`config.mk`:
```
export PLATFORM = sky130hd
export DESIGN_NAME = alu_issue_ctrl
export DESIGN_NICKNAME = d
export VERILOG_FILES = /design/src/rtl/alu_pkg.sv /design/src/rtl/alu_regfile.sv /design/src/rtl/alu_issue_ctrl.sv
export SDC_FILE = /design/constraint.sdc
export NUM_CORES = 1
export LEC_CHECK = 0
export ABC_AREA = 1
export ABC_CLOCK_PERIOD_IN_PS = 2400
export BUFFER_PORTS_ARGS = -buffer_cell sky130_fd_sc_hd__buf_2
export CORE_ASPECT_RATIO = 0.7
export CORE_MARGIN = 5
export CORE_UTILIZATION = 50
export DETAILED_ROUTE_END_ITERATION = 10
export GPL_ROUTABILITY_DRIVEN = 1
export GPL_TIMING_DRIVEN = 0
export HOLD_SLACK_MARGIN = 0.03
export PLACE_DENSITY = 0.77
export SETUP_SLACK_MARGIN = 0.15
export SKIP_LAST_GASP = 1
export SLEW_MARGIN = 10
export SYNTH_ARGS = -nofsm -noshare
export SYNTH_HDL_FRONTEND = slang
export SYNTH_SLANG_ARGS = --single-unit
export TNS_END_PERCENT = 30
```
`constraint.sdc`:
```
create_clock -name clk -period 2.4 [get_ports clk]
set_input_delay 0.6 -clock clk [delete_from_list [all_inputs] [get_ports clk]]
set_output_delay 0.6 -clock clk [all_outputs]
set_load 0.03 [all_outputs]
```
`src/rtl/alu_pkg.sv`:
```
// Shared types and constants for the ALU issue stage.
// Contents: datapath width, register file geometry, opcode encoding,
// FSM state type and the decoded instruction record.
package alu_pkg;

    localparam int WIDTH = 16;
    localparam int NREGS = 8;
    localparam int AW    = $clog2(NREGS);

    // 0..6 go to the ALU untouched; 7 is unused by the ALU and is
    // handled locally as a load-immediate.
    typedef enum logic [2:0] {
        OP_ALU0  = 3'd0,
        OP_ALU1  = 3'd1,
        OP_ALU2  = 3'd2,
        OP_ALU3  = 3'd3,
        OP_ALU4  = 3'd4,
        OP_ALU5  = 3'd5,
        OP_ALU6  = 3'd6,
        OP_LOADI = 3'd7
    } opcode_e;

    typedef enum logic {
        IDLE = 1'b0,
        EXEC = 1'b1
    } state_t;

    typedef struct packed {
        logic [2:0]       opcode;
        logic [AW-1:0]    rd;
        logic [AW-1:0]    rs1;
        logic [AW-1:0]    rs2;
        logic             cin;
        logic [WIDTH-1:0] imm;
    } instr_t;

endpackage

```
`src/rtl/alu_regfile.sv`:
```
// Register file for the ALU issue stage.
// Ports:
//   clk, rst_n          clock, async active-low reset (clears all entries)
//   we, waddr, wdata    synchronous write port
//   raddr1 -> rdata1    combinational read port (ALU operand a)
//   raddr2 -> rdata2    combinational read port (ALU operand b)
//   dbg_addr -> dbg_data combinational debug read port
module alu_regfile
    import alu_pkg::*;
#(
    parameter int W  = WIDTH,
    parameter int N  = NREGS,
    parameter int A  = $clog2(N)
) (
    input  logic         clk,
    input  logic         rst_n,
    input  logic         we,
    input  logic [A-1:0] waddr,
    input  logic [W-1:0] wdata,
    input  logic [A-1:0] raddr1,
    output logic [W-1:0] rdata1,
    input  logic [A-1:0] raddr2,
    output logic [W-1:0] rdata2,
    input  logic [A-1:0] dbg_addr,
    output logic [W-1:0] dbg_data
);

    logic [W-1:0] r_mem [N];

    always_ff @(posedge clk or negedge rst_n) begin
        if (!rst_n) begin
            for (int i = 0; i < N; i++) begin
                r_mem[i] <= '0;
            end
        end else if (we) begin
            r_mem[waddr] <= wdata;
        end
    end

    assign rdata1   = r_mem[raddr1];
    assign rdata2   = r_mem[raddr2];
    assign dbg_data = r_mem[dbg_addr];

endmodule

```
`src/rtl/alu_issue_ctrl.sv`:
```
// Issue/writeback sequencer sitting directly in front of the 16-bit ALU.
// Accepts one instruction at a time, presents registered operands to the
// ALU for one cycle, then writes the ALU result and flags back. Opcode 7
// (LOADI) is executed locally in a single cycle.
//
// state | meaning
// ------+------------------------------------------------------------
// IDLE  | ready for an instruction; LOADI completes here in one cycle
// EXEC  | ALU operands on the bus; result written back at the end edge
//
// Ports:
//   clk, rst_n                          clock, async active-low reset
//   in_valid/in_ready                   instruction handshake
//   in_opcode, in_rd, in_rs1, in_rs2,
//   in_cin, in_imm                      instruction fields
//   alu_a, alu_b, alu_cin, alu_opcode   registered ALU inputs
//   alu_w, alu_zero, alu_neg            ALU result and flags
//   zero_flag, neg_flag                 flags of the last written result
//   done                                one-cycle pulse after a writeback
//   instr_cnt                           completed instructions (wraps)
//   dbg_addr -> dbg_data                combinational register file peek
module alu_issue_ctrl
    import alu_pkg::*;
#(
    parameter int WIDTH = alu_pkg::WIDTH,
    parameter int NREGS = alu_pkg::NREGS
) (
    input  logic             clk,
    input  logic             rst_n,
    input  logic             in_valid,
    output logic             in_ready,
    input  logic [2:0]       in_opcode,
    input  logic [2:0]       in_rd,
    input  logic [2:0]       in_rs1,
    input  logic [2:0]       in_rs2,
    input  logic             in_cin,
    input  logic [WIDTH-1:0] in_imm,
    output logic [WIDTH-1:0] alu_a,
    output logic [WIDTH-1:0] alu_b,
    output logic             alu_cin,
    output logic [2:0]       alu_opcode,
    input  logic [WIDTH-1:0] alu_w,
    input  logic             alu_zero,
    input  logic             alu_neg,
    output logic             zero_flag,
    output logic             neg_flag,
    output logic             done,
    output logic [15:0]      instr_cnt,
    input  logic [2:0]       dbg_addr,
    output logic [WIDTH-1:0] dbg_data
);

    state_t           r_state;
    logic             r_ready;
    logic [2:0]       r_rd;
    logic [WIDTH-1:0] r_alu_a;
    logic [WIDTH-1:0] r_alu_b;
    logic             r_alu_cin;
    logic [2:0]       r_alu_opcode;
    logic             r_zero;
    logic             r_neg;
    logic             r_done;
    logic [15:0]      r_cnt;

    instr_t           w_instr;
    logic             w_accept;
    logic             w_loadi;
    logic             w_we;
    logic [2:0]       w_waddr;
    logic [WIDTH-1:0] w_wdata;
    logic [WIDTH-1:0] w_rdata1;
    logic [WIDTH-1:0] w_rdata2;

    assign w_instr  = '{opcode: in_opcode, rd: in_rd, rs1: in_rs1, rs2: in_rs2,
                        cin: in_cin, imm: in_imm};
    assign w_accept = in_valid && r_ready && (r_state == IDLE);
    assign w_loadi  = (w_instr.opcode == OP_LOADI);

    // Two writers share the single write port: LOADI at its accept edge,
    // and the ALU result at the end of EXEC. They can never coincide
    // because nothing is accepted while in EXEC.
    always_comb begin
        w_we    = 1'b0;
        w_waddr = r_rd;
        w_wdata = alu_w;
        if (r_state == EXEC) begin
            w_we = 1'b1;
        end else if (w_accept && w_loadi) begin
            w_we    = 1'b1;
            w_waddr = w_instr.rd;
            w_wdata = w_instr.imm;
        end
    end

    alu_regfile #(
        .W (WIDTH),
        .N (NREGS)
    ) u_rf (
        .clk      (clk),
        .rst_n    (rst_n),
        .we       (w_we),
        .waddr    (w_waddr),
        .wdata    (w_wdata),
        .raddr1   (w_instr.rs1),
        .rdata1   (w_rdata1),
        .raddr2   (w_instr.rs2),
        .rdata2   (w_rdata2),
        .dbg_addr (dbg_addr),
        .dbg_data (dbg_data)
    );

    // in_ready is registered: it reflects the state the FSM will be in,
    // so it drops in the same edge that enters EXEC and stays low in reset.
    always_ff @(posedge clk or negedge rst_n) begin
        if (!rst_n) begin
            r_state      <= IDLE;
            r_ready      <= 1'b0;
            r_rd         <= '0;
            r_alu_a      <= '0;
            r_alu_b      <= '0;
            r_alu_cin    <= 1'b0;
            r_alu_opcode <= '0;
            r_zero       <= 1'b0;
            r_neg        <= 1'b0;
            r_done       <= 1'b0;
            r_cnt        <= '0;
        end else begin
            r_done <= 1'b0;
            case (r_state)
                IDLE: begin
                    r_ready <= 1'b1;
                    if (w_accept) begin
                        r_rd <= w_instr.rd;
                        if (w_loadi) begin
                            r_zero <= (w_instr.imm == '0);
                            r_neg  <= w_instr.imm[WIDTH-1];
                            r_done <= 1'b1;
                            r_cnt  <= r_cnt + 16'd1;
                        end else begin
                            r_alu_a      <= w_rdata1;
                            r_alu_b      <= w_rdata2;
                            r_alu_cin    <= w_instr.cin;
                            r_alu_opcode <= w_instr.opcode;
                            r_ready      <= 1'b0;
                            r_state      <= EXEC;
                        end
                    end
                end
                EXEC: begin
                    r_zero  <= alu_zero;
                    r_neg   <= alu_neg;
                    r_done  <= 1'b1;
                    r_cnt   <= r_cnt + 16'd1;
                    r_ready <= 1'b1;
                    r_state <= IDLE;
                end
                default: begin
                    r_state <= IDLE;
                    r_ready <= 1'b1;
                end
            endcase
        end
    end

    assign in_ready   = r_ready;
    assign alu_a      = r_alu_a;
    assign alu_b      = r_alu_b;
    assign alu_cin    = r_alu_cin;
    assign alu_opcode = r_alu_opcode;
    assign zero_flag  = r_zero;
    assign neg_flag   = r_neg;
    assign done       = r_done;
    assign instr_cnt  = r_cnt;

endmodule

```
==> results.cfg <==
[detailed_routing]
first_iter_violations = 1962
dr.pass1.iters = 9
antenna_left = 0
num_vias = 12600
viasPerCell = 6.16
wl_per_cell_um = 22.6
drc = 0
wl_mm = 46.4

[clocking]
clkTransAtPathRegs_ns = 0.07
clock_sinks = 188
ctsHoldBuffers = 0
cts_inserted_buffers = 17
clock-root-buffer = clkbuf_16
cts_htree_levels = 4
cts_max_path_buffers = 2
insertion_delay_ns = 0.46
cts_tree = yes

[grt]
grt_pass1_wl_mm = 69.6
antenna_found_initial = 0
grt_use_total_pct = 36.0
grt_max_degree = 110
gr-total-overflow = 0
grt_pass1_vias = 11500

[final_layout]
final_cell_area_um2 = 13300
multiInputGateArea_um2 = 5770
drive_gt1_share_pct = 16.5
n_fill_cell = 2137
regArea_um2 = 4700
area_growth_pct = 17.9
diodes = 0
final_nets = 1803

[sta]
setup_violations = 0
grt_setup_unrepaired = yes
max_slew_margin_pct = 42.7
final-max-slew-violation-count = 0
fin_ws_ns = 0.0624
hold_viol_final = 0
finalClockSkew_ns = 0.0176
fin_tns_setup_ns = 0
layout_worst_path_cycle_share_pct = 97.4
worstMarginPinSlew_ns = 0.859
period_needed_ns = 2.34
max_clock_freq_mhz = 428
fin_hold_ws_ns = 0.131

[setup_path]
start_kind = primary input
critPathKind = in2out
reg2reg_slack_ns = 0.08
r2r-start = in_ready
r2r_cells = 9
required_ns = 1.80
cp.arrival_ns = 1.74
crit_start = dbg_addr[0]
end_kind = output pin
reg2reg_to = u_rf.r_mem[72]
cp_max_fo = 10

[floorplan]
dieArea_um2 = 25700
core_area_um2 = 22400
die_w_um = 189
ios = 125
dieHeight_um = 136
core.rowCount = 46
initial_core_util_pct = 50.2

[synthesis]
syn_nets = 1665
ys_ff_latch = 188
syn_inst = 1611
netlist_area_um2 = 11300
ys_types = 30
syn_avg_cell_area_um2 = 7.00
synth-seq-area-share_pct = 41.7
synth_warnings = 0

[power]
ir_drop_v = 0.000757
power.leakage_nw = 6.70
p_per_area_nw_per_um2 = 1090

[place]
place_area_um2 = 12300
place.gp.congestion = 1.08
dp_slack_ns = -0.620
portBuffers = 115
detailed_place_hpwl_mm = 34.6

[min_path]
min_path_type = in2async

[outcome]
outcome = finished clean

[job]
cap_violations = 0
[routing by layer]
layer  wire length (um)  share of wire, %  up-vias  track usage, %
li1                   -                 -     5611               -
met1              19200                41     5997            51.7
met2              18300                39      873            48.2
met3               6920                15      140            14.3
met4               2020               4.3        0            14.3
met5                  0                 0        -               0
[state kept, by name, indices dropped and copies added, names as in the netlist]
signal      flops
zero_flag       1
done            1
alu_b          16
u_rf.r_mem    128
in_ready        1
neg_flag        1
alu_opcode      3
instr_cnt      16
r_state         1
alu_a          16
alu_cin         1
r_rd            3
[cells in the mapped netlist]
library cell | n | share of area [%]
a22oi_1 | 1 | 0.067
xor2_1 | 6 | 0.47
inv_4 | 1 | 0.056
o21ai_0 | 164 | 7.3
nand3_1 | 239 | 11
inv_1 | 101 | 3.4
nand4_1 | 7 | 0.39
xnor2_1 | 3 | 0.23
a31oi_1 | 1 | 0.056
a21oi_1 | 97 | 4.3
nor3_2 | 1 | 0.089
dfrtp_1 | 188 | 42
nor2_8 | 1 | 0.18
nor2_1 | 49 | 1.6
nand2_1 | 531 | 18
buf_6 | 1 | 0.10
inv_2 | 1 | 0.033
buf_1 | 7 | 0.23
clkbuf_1 | 65 | 2.2
nor2_2 | 1 | 0.056
nor2_4 | 6 | 0.60
nand3b_1 | 3 | 0.20
o211ai_1 | 64 | 4.3
buf_2 | 31 | 1.4
nand2_2 | 7 | 0.39
o21ai_2 | 12 | 0.93
nor3_1 | 5 | 0.22
nand2_4 | 2 | 0.20
ha_1 | 1 | 0.11
buf_4 | 15 | 1.0
[what timing repair did]
action	4_1_cts	5_1_grt
gates cloned	0	1
endpoints found under the setup margin	30	104
gates resized for setup	121	54
hold endpoints to repair	0	0
pin swaps	16	12
setup buffers	2	0
[layout make-up]
class	instances	share of cell area, %
multi-input combinational	1201	43.4
sequential	188	35.4
buffer	119	5.69
timing repair buffer	119	5.49
clock buffer	20	3.44
inverter	103	2.96
tap	288	2.71
clock inverter	12	0.951
[layout by cell type, fill, tap and decap left out, types with 6 or more instances in the layout]
master / n
o21ai_1: 30
nand4_1: 7
nand3_1: 239
o21ai_2: 20
buf_6: 13
nand2_2: 22
nor2_4: 6
buf_2: 130
a21oi_2: 7
o21ai_0: 124
clkbuf_8: 9
xor2_1: 6
clkbuf_1: 44
buf_4: 23
inv_1: 96
a21oi_1: 89
buf_1: 6
nand2_1: 516
clkbuf_16: 20
nor2_1: 49
dfrtp_1: 188
o211ai_1: 64
[cells by family after synthesis]
kind of cell / count (synthesis) / share of synthesized area (%)
AO/OA/AOI/OAI: 339 / 16.9
buffers and inverters: 222 / 8.32
AND/OR/NAND/NOR: 852 / 32.2
flip-flops: 188 / 41.7
adder cells (fa/ha/maj): 1 / 0.111
XOR/XNOR: 9 / 0.699
[stage by stage]
stage	cells	utilization [%]	total power, mW
after floorplan	1611	-	9.07
after global placement	2014	54.4	11.0
after detailed placement	2015	54.6	11.1
after CTS	2049	58.6	14.2
after global routing	2050	59.2	15.3
final	2050	59.2	14.5
[critical path, stage by stage]
cell	delay, ns
buf_12	0.12
clkbuf_16	0.17
buf_4	0.18
o21ai_0	0.22
o21ai_0	0.12
nand2_1	0.07
nand2_1	0.07
buf_4	0.18
[where the power goes]
part / internal (mW) / leakage [nW] / switching, mW / total [mW]
Sequential: 4.53 / 2.33 / 1.45 / 5.98
Clock: 1.52 / 0.286 / 1.36 / 2.88
Combinational: 1.78 / 4.09 / 3.89 / 5.67
[worst max path at each step]
stage,to,cells past startpoint
finish,dbg_data[6],8
global route,u_rf.r_mem[105],8
CTS,dbg_data[7],8
detailed placement,dbg_data[10],8
global placement,alu_opcode[0],1
floorplan,dbg_data[11],7
(Power assumes the default switching activity.)
